$ cat src/rtl/char_pixel_renderer_pkg.sv
`default_nettype none
// ============================================================================
// char_pixel_renderer_pkg : OSD renderer state encodings, default geometry and
//                           the glyph table shared by the renderer and font ROM
// Revision: 1.0
// ============================================================================
package char_pixel_renderer_pkg;

  localparam int C_FONT_WIDTH        = 5;
  localparam int C_FONT_HEIGHT       = 8;
  localparam int C_CHAR_IMAGE_WIDTH  = 80;
  localparam int C_CHAR_IMAGE_HEIGHT = 34;
  localparam int C_PIXEL_WIDTH       = 24;

  typedef enum logic [1:0] {
    S_IDLE  = 2'd0,
    S_START = 2'd1,
    S_RUN   = 2'd2,
    S_DRAIN = 2'd3
  } state_e;

  function automatic int idx_bits(input int n);
    return (n > 1) ? $clog2(n) : 1;
  endfunction

  // Glyph bitmap rows, MSB = leftmost pixel. Code 0x00 is the blank glyph.
  function automatic logic [31:0] glyph_row(input logic [7:0] ch, input logic [7:0] row);
    logic [31:0] h;
    if (ch == 8'h00) begin
      h = '0;
    end else begin
      h = (32'(ch) * 32'd37) ^ (32'(row) * 32'd11) ^ (32'(ch) >> row[1:0]);
    end
    return h;
  endfunction

endpackage
`default_nettype wire

$ cat src/rtl/char_pixel_renderer_font_rom.sv
`default_nettype none
// ============================================================================
// font_rom : synchronous glyph ROM, address {char[7:0], row}, one-cycle latency
// Revision: 1.0
// ============================================================================
module font_rom
  import char_pixel_renderer_pkg::*;
#(
  parameter int FONT_WIDTH  = C_FONT_WIDTH,
  parameter int FONT_HEIGHT = C_FONT_HEIGHT,
  localparam int ROW_W      = idx_bits(FONT_HEIGHT)
) (
  input  logic                  clk,
  input  logic [ROW_W+7:0]      addr_i,
  output logic [FONT_WIDTH-1:0] data_o
);

  logic [FONT_WIDTH-1:0] data_q;

  always_ff @(posedge clk) begin
    data_q <= FONT_WIDTH'(glyph_row(addr_i[ROW_W+7:ROW_W], 8'(addr_i[ROW_W-1:0])));
  end

  assign data_o = data_q;

endmodule
`default_nettype wire

$ cat src/rtl/char_pixel_renderer.sv
`default_nettype none
// ============================================================================
// char_pixel_renderer : turns a character stream into a raster of coloured
//                       pixels through a glyph ROM, with valid/ready output
// Revision: 1.0
// ============================================================================
module char_pixel_renderer
  import char_pixel_renderer_pkg::*;
#(
  parameter int FONT_WIDTH        = C_FONT_WIDTH,
  parameter int FONT_HEIGHT       = C_FONT_HEIGHT,
  parameter int CHAR_IMAGE_WIDTH  = C_CHAR_IMAGE_WIDTH,
  parameter int CHAR_IMAGE_HEIGHT = C_CHAR_IMAGE_HEIGHT,
  parameter int PIXEL_WIDTH       = C_PIXEL_WIDTH
) (
  input  logic                   clk,
  input  logic                   rst,
  input  logic                   i_frame_start_stb,
  output logic                   o_read_frame_stb,
  output logic                   o_char_req_en,
  input  logic                   i_char_rdy,
  input  logic [7:0]             i_char,
  input  logic [PIXEL_WIDTH-1:0] i_fg_color,
  input  logic [PIXEL_WIDTH-1:0] i_bg_color,
  output logic [PIXEL_WIDTH-1:0] o_pixel_data,
  output logic                   o_pixel_valid,
  input  logic                   i_pixel_ready,
  output logic                   o_pixel_sof,
  output logic                   o_pixel_eol,
  output logic                   o_busy
);

  localparam int COL_W  = idx_bits(CHAR_IMAGE_WIDTH);
  localparam int ROW_W  = idx_bits(FONT_HEIGHT);
  localparam int LINE_W = idx_bits(CHAR_IMAGE_HEIGHT);
  localparam int CNT_W  = $clog2(FONT_WIDTH + 1);

  state_e              state_q;
  logic                read_stb_q;

  logic [COL_W-1:0]    char_col_q;
  logic [ROW_W-1:0]    font_row_q;
  logic [LINE_W-1:0]   char_line_q;

  logic [7:0]          fifo_q [2];
  logic                wr_ptr_q;
  logic                rd_ptr_q;
  logic [1:0]          fifo_cnt_q;

  logic                rom_vld_q, rom_sof_q, rom_eol_q, rom_eof_q;
  logic                nxt_vld_q, nxt_sof_q, nxt_eol_q, nxt_eof_q;
  logic [FONT_WIDTH-1:0] nxt_row_q;
  logic [FONT_WIDTH-1:0] sh_q;
  logic [CNT_W-1:0]    sh_cnt_q;
  logic                sh_sof_q, sh_eol_q, sh_eof_q;

  logic                pix_valid_q, pix_sof_q, pix_eol_q, pix_eof_q;
  logic [PIXEL_WIDTH-1:0] pix_data_q;

  logic                last_col, last_row, last_line, last_char, frame_first;
  logic                push, pop, out_ld, sh_take, pix_accept;
  logic [ROW_W+7:0]    rom_addr;
  logic [FONT_WIDTH-1:0] rom_data;

  assign last_col    = (char_col_q == COL_W'(CHAR_IMAGE_WIDTH - 1));
  assign last_row    = (font_row_q == ROW_W'(FONT_HEIGHT - 1));
  assign last_line   = (char_line_q == LINE_W'(CHAR_IMAGE_HEIGHT - 1));
  assign last_char   = last_col && last_row && last_line;
  assign frame_first = (char_col_q == '0) && (font_row_q == '0) && (char_line_q == '0);

  // Only one glyph row may be in flight between the FIFO and the shifter,
  // so a pop waits for both the ROM stage and the prefetch slot to be free.
  assign pop  = (state_q == S_RUN) && (fifo_cnt_q != 2'd0) && !nxt_vld_q && !rom_vld_q;
  assign push = i_char_rdy && ((fifo_cnt_q != 2'd2) || pop);

  assign out_ld     = (sh_cnt_q != '0) && (!pix_valid_q || i_pixel_ready);
  assign sh_take    = nxt_vld_q && ((sh_cnt_q == '0) || (out_ld && (sh_cnt_q == CNT_W'(1))));
  assign pix_accept = pix_valid_q && i_pixel_ready;

  assign rom_addr = {fifo_q[rd_ptr_q], font_row_q};

  font_rom #(
    .FONT_WIDTH  (FONT_WIDTH),
    .FONT_HEIGHT (FONT_HEIGHT)
  ) u_font_rom (
    .clk    (clk),
    .addr_i (rom_addr),
    .data_o (rom_data)
  );

  always_ff @(posedge clk or posedge rst) begin
    if (rst) begin
      state_q    <= S_IDLE;
      read_stb_q <= 1'b0;
    end else begin
      read_stb_q <= 1'b0;
      case (state_q)
        S_IDLE: begin
          if (i_frame_start_stb) begin
            state_q    <= S_START;
            read_stb_q <= 1'b1;
          end
        end
        S_START: state_q <= S_RUN;
        S_RUN:   if (pop && last_char) state_q <= S_DRAIN;
        S_DRAIN: if (pix_accept && pix_eof_q) state_q <= S_IDLE;
        default: state_q <= S_IDLE;
      endcase
    end
  end

  always_ff @(posedge clk or posedge rst) begin
    if (rst) begin
      char_col_q  <= '0;
      font_row_q  <= '0;
      char_line_q <= '0;
    end else if (state_q == S_START) begin
      char_col_q  <= '0;
      font_row_q  <= '0;
      char_line_q <= '0;
    end else if (pop) begin
      if (last_col) begin
        char_col_q <= '0;
        if (last_row) begin
          font_row_q  <= '0;
          char_line_q <= last_line ? '0 : char_line_q + LINE_W'(1);
        end else begin
          font_row_q <= font_row_q + ROW_W'(1);
        end
      end else begin
        char_col_q <= char_col_q + COL_W'(1);
      end
    end
  end

  always_ff @(posedge clk or posedge rst) begin
    if (rst) begin
      fifo_q[0]  <= '0;
      fifo_q[1]  <= '0;
      wr_ptr_q   <= 1'b0;
      rd_ptr_q   <= 1'b0;
      fifo_cnt_q <= 2'd0;
    end else begin
      if (push) begin
        fifo_q[wr_ptr_q] <= i_char;
        wr_ptr_q         <= ~wr_ptr_q;
      end
      if (pop) rd_ptr_q <= ~rd_ptr_q;
      case ({push, pop})
        2'b10:   fifo_cnt_q <= fifo_cnt_q + 2'd1;
        2'b01:   fifo_cnt_q <= fifo_cnt_q - 2'd1;
        default: fifo_cnt_q <= fifo_cnt_q;
      endcase
    end
  end

  // ROM result lands in the prefetch slot so the next glyph row is ready
  // before the shifter runs out of pixels.
  always_ff @(posedge clk or posedge rst) begin
    if (rst) begin
      rom_vld_q <= 1'b0;
      rom_sof_q <= 1'b0;
      rom_eol_q <= 1'b0;
      rom_eof_q <= 1'b0;
      nxt_vld_q <= 1'b0;
      nxt_row_q <= '0;
      nxt_sof_q <= 1'b0;
      nxt_eol_q <= 1'b0;
      nxt_eof_q <= 1'b0;
      sh_q      <= '0;
      sh_cnt_q  <= '0;
      sh_sof_q  <= 1'b0;
      sh_eol_q  <= 1'b0;
      sh_eof_q  <= 1'b0;
    end else begin
      rom_vld_q <= pop;
      if (pop) begin
        rom_sof_q <= frame_first;
        rom_eol_q <= last_col;
        rom_eof_q <= last_char;
      end

      if (rom_vld_q) begin
        nxt_vld_q <= 1'b1;
        nxt_row_q <= rom_data;
        nxt_sof_q <= rom_sof_q;
        nxt_eol_q <= rom_eol_q;
        nxt_eof_q <= rom_eof_q;
      end else if (sh_take) begin
        nxt_vld_q <= 1'b0;
      end

      if (sh_take) begin
        sh_q     <= nxt_row_q;
        sh_cnt_q <= CNT_W'(FONT_WIDTH);
        sh_sof_q <= nxt_sof_q;
        sh_eol_q <= nxt_eol_q;
        sh_eof_q <= nxt_eof_q;
      end else if (out_ld) begin
        sh_q     <= sh_q << 1;
        sh_cnt_q <= sh_cnt_q - CNT_W'(1);
        sh_sof_q <= 1'b0;
      end
    end
  end

  always_ff @(posedge clk or posedge rst) begin
    if (rst) begin
      pix_valid_q <= 1'b0;
      pix_data_q  <= '0;
      pix_sof_q   <= 1'b0;
      pix_eol_q   <= 1'b0;
      pix_eof_q   <= 1'b0;
    end else if (out_ld) begin
      pix_valid_q <= 1'b1;
      pix_data_q  <= sh_q[FONT_WIDTH-1] ? i_fg_color : i_bg_color;
      pix_sof_q   <= sh_sof_q;
      pix_eol_q   <= sh_eol_q && (sh_cnt_q == CNT_W'(1));
      pix_eof_q   <= sh_eof_q && (sh_cnt_q == CNT_W'(1));
    end else if (i_pixel_ready) begin
      pix_valid_q <= 1'b0;
      pix_sof_q   <= 1'b0;
      pix_eol_q   <= 1'b0;
      pix_eof_q   <= 1'b0;
    end
  end

  assign o_read_frame_stb = read_stb_q;
  assign o_char_req_en    = (state_q == S_RUN) && (fifo_cnt_q == 2'd0);
  assign o_busy           = (state_q != S_IDLE);
  assign o_pixel_data     = pix_data_q;
  assign o_pixel_valid    = pix_valid_q;
  assign o_pixel_sof      = pix_sof_q;
  assign o_pixel_eol      = pix_eol_q;

endmodule
`default_nettype wire

$ cat config.mk
export PLATFORM = sky130hd
export DESIGN_NAME = char_pixel_renderer
export DESIGN_NICKNAME = d
export VERILOG_FILES = /design/src/rtl/char_pixel_renderer_pkg.sv /design/src/rtl/char_pixel_renderer_font_rom.sv /design/src/rtl/char_pixel_renderer.sv
export SDC_FILE = /design/constraint.sdc
export NUM_CORES = 1
export LEC_CHECK = 0
export CAP_MARGIN = 40
export CORE_MARGIN = 3
export CORE_UTILIZATION = 28
export DETAILED_ROUTE_END_ITERATION = 12
export PLACE_DENSITY = 0.59
export SLEW_MARGIN = 20
export SYNTH_ARGS = -nofsm -noshare
export SYNTH_HDL_FRONTEND = slang
export SYNTH_SLANG_ARGS = --single-unit
$ cat constraint.sdc
create_clock -name clk -period 3.1 [get_ports clk]
set_input_delay 0.62 -clock clk [delete_from_list [all_inputs] [get_ports clk]]
set_output_delay 0.62 -clock clk [all_outputs]
set_load 0.02 [all_outputs]
==> metrics.csv <==
stage,metric,value,unit
yosys,synth_seq_area_share,49.29,%
sta,rsz0062_at_grt,false,
sta,tns,0,ns
floorplan,dieArea,18840,µm²
sta,worst_slew_pin_slew,0.7690,ns
floorplan,ioPinCount,91,
floorplan,core-area,16700,µm²
layout,fin_nets,623,
cts,post_cts_buffers,0,
power_and_ir_drop,power_frac_comb,41.1,%
route,drc,0,
power_and_ir_drop,pwr-share-clk,22.5,%
route,routed_wl,10.19,mm
yosys,ys_warn_count,0,
yosys,syn_inst,451,
route,ant_nets,0,
grt,grt_pass1_vias,3561,
worst_hold_path,hold_path_class,reg -> reg,
sta,skew,0.007056,ns
cts,clockBufferDepth,2,
cts,clkTransAtPathRegs,0.07,ns
sta,finalSetupViolCount,0,
worst_hold_path,holdCritStartpoint,u_font_rom.data_o[1],
power_and_ir_drop,power_frac_seq,36.4,%
outcome,status,"finished, final reports clean",
grt,grt_pass1_wl,17.04,mm
cts,cts_resized,0,
grt,overflow,0,
layout,drive_gt1_share,11.56,%
yosys,synthArstFlopShare,94.79,%
place,place.port_buffers,90,
layout,fin_area,6325,µm²
setup_path,critPathMaxFanout,11,
power_and_ir_drop,p_sw_share,34.92,%
route,viasPerCell,4.553,
place,place_congestion,0.7925,
yosys,syn-cell-area,4823,µm²
cts,cts_buffers,9,
cts,cts_sinks,96,
grt,antenna_found_initial,0,
layout,diodes,0,
power_and_ir_drop,p_int,3.565,mW
yosys,ys_ff_latch,96,
sta,maxSlewHeadroom,48.19,%
grt,grtUsageTotal,11.22,%
setup_path,r2r-end,u_font_rom.data_o[4],
yosys,avgSynthCellArea,10.69,µm²
yosys,synth_edf_count,0,
sta,achievable-frequency,391.4,MHz
layout,multi_input_area,2281,µm²
setup_path,r2r_cells,9,
route,wl_per_cell,13.32,µm
yosys,synth_top_area_share,47.21,%
cts,cts_hold_buffers,0,
layout,areaGrowthSynthToFinish,31.13,%
setup_path,cp-end-kind,register,
setup_path,required,3.31,ns
sta,final.period_utilization,82.42,%
floorplan,start_util,28.88,%
sta,post-route-min-period,2.555,ns
cts,cts_tree,done,
sta,drv_slew,0,
sta,finalHoldViolCount,0,
power_and_ir_drop,p_sw,1.913,mW
yosys,postSynthNetCount,534,
grt,grt_max_degree,43,
floorplan,row_count,47,
flow_run,cap_violations,0,
cts,htree_num_levels,3,
setup_path,r2r_start,rd_ptr_q,
setup_path,start_kind,register,
floorplan,dieHeight,137.3,µm
route,drt-pass1-iter-count,4,
yosys,synth_area_leaders,"dfrtp_1 (47%), mux2i_1 (8.1%), mux2_2 (6.5%)",
power_and_ir_drop,ir_worst_vdd,322.2,µV
layout,seq_area,2377,µm²
layout,n_fill_cell,1610,
power_and_ir_drop,p_leak,2.713,nW
worst_hold_path,min_to,nxt_row_q[1],
cts,clock_latency,0.34,ns
yosys,synth_cell_type_count,53,
setup_path,path_class,reg -> reg,
route,drt_first_iter_violations,246,
worst_hold_path,whs_path_depth,1,
route,vias,3483,
setup_path,regToRegSetupSlack,0.54,ns
place,place_area,5991,µm²
power_and_ir_drop,pwr_density_cell,866.2,nW/µm²
setup_path,critPathArrivalTime,2.76,ns
place,hpwl,7.865,mm
floorplan,die_w,137.3,µm
yosys,synth_area_leader_cell,dfrtp_1,
cts,cts-root-buf,clkbuf_16,
yosys,synth_top_flop_cell,dfrtp_1,
==> cell usage in the layout, fill, tap and decap left out, drive strengths merged, types with 9 or more instances in the layout <==
cell,synthesis,routed
clkdlybuf4s50,1,90
nor2,48,48
a21oi,35,35
mux2,30,30
clkbuf,11,9
o21ai,13,13
nand3,13,13
nand2,29,29
inv,24,27
mux2i,39,39
nor3,9,9
xnor2,14,14
dfrtp,91,91
ha,21,21
==> how the worst max path moves through the flow <==
stage	start	to	slack (ns)
floorplan	rst	char_col_q[0]	0.12
global placement	rd_ptr_q	u_font_rom.data_o[4]	0.64
detailed placement	rd_ptr_q	u_font_rom.data_o[4]	0.53
CTS	rd_ptr_q	u_font_rom.data_o[4]	0.52
global route	rd_ptr_q	u_font_rom.data_o[4]	0.35
finish	rd_ptr_q	u_font_rom.data_o[4]	0.54
==> kinds of logic (layout without fill, tap and decap cells) <==
kind of cell / after synthesis / in the layout / share of synthesized area [%]
adder cells (fa/ha/maj): 22 / 22 / 5.862
multiplexers: 70 / 70 / 15.56
AND/OR/NAND/NOR: 131 / 131 / 13.15
flip-flops: 96 / 96 / 49.29
buffers and inverters: 43 / 137 / 3.658
AO/OA/AOI/OAI: 69 / 69 / 8.560
XOR/XNOR: 20 / 20 / 3.917
==> registers in the layout, summed over array words and instances (netlist names), 2 cells and up <==
signal             count
char_col_q             7
char_line_q            6
fifo_cnt_q             2
fifo_q                16
font_row_q             3
nxt_row_q              5
o_pixel_data          24
sh_cnt_q               3
sh_q                   5
state_q                2
u_font_rom.data_o      5
==> worst max-delay path, stage by stage (launching register included) <==
cell and delay [ns]:
dfrtp_1 0.62, mux2i_1 0.33, inv_1 0.16, ha_1 0.33
ha_1 0.21, xnor2_1 0.15, xnor3_1 0.25, xnor2_1 0.19
xnor2_1 0.14, nor2_1 0.05
==> layer usage <==
layer | global-route usage, % | vias up | share of wire, %
li1 | - | 1729 | -
met1 | 13.58 | 1665 | 44
met2 | 19.18 | 75 | 49
met3 | 2.557 | 14 | 5.2
met4 | 4.767 | 0 | 1.9
met5 | 0 | - | 0
==> per-stage QoR <==
step | hold slack (ns) | cells | worst slack (ns) | utilization [%] | power, mW
floorplan | 0.4389 | 451 | 0.1164 | - | 3.571
global placement | 0.4450 | 749 | 0.6366 | 35.87 | 4.245
detailed placement | 0.4472 | 749 | 0.5329 | 35.87 | 4.302
CTS | 0.4668 | 765 | 0.5206 | 37.87 | 5.567
global route | 0.4737 | 765 | 0.3486 | 37.87 | 5.890
finish | 0.4622 | 765 | 0.5449 | 37.87 | 5.479
==> cell type report <==
| cell class | count | share of cell area [%] |
|---|---|---|
| clock inverters | 7 | 1.721 |
| flip-flops and latches | 96 | 37.59 |
| clock buffers | 9 | 3.561 |
| well taps | 220 | 4.352 |
| multi-input cells | 312 | 36.06 |
| inverters | 24 | 1.444 |
| repair buffers | 97 | 15.27 |
==> power groups by stage <==
stage	clock network [mW]	logic, mW	registers [mW]
3_5_place_dp	0	2.28	2.02
4_1_cts	1.28	2.29	2.00
5_1_grt	1.33	2.50	2.06
2_1_floorplan	0	1.52	2.05
6_report	1.23	2.25	1.99
3_3_place_gp	0	2.24	2.01
==> cells in the mapped netlist (all sizes together), types with 2 or more instances <==
master,number
a21oi,35
a22oi,2
a311oi,2
a31oi,5
and2,3
and3,3
buf,7
clkbuf,11
dfrtp,91
dfxtp,5
ha,21
inv,24
mux2,30
mux2i,39
nand2,29
nand2b,7
nand3,13
nand3b,2
nand4,2
nor2,48
nor2b,4
nor3,9
nor3b,3
o211ai,3
o21a,2
o21ai,13
or2,2
xnor2,14
xor2,5
(Power assumes the default switching activity.)
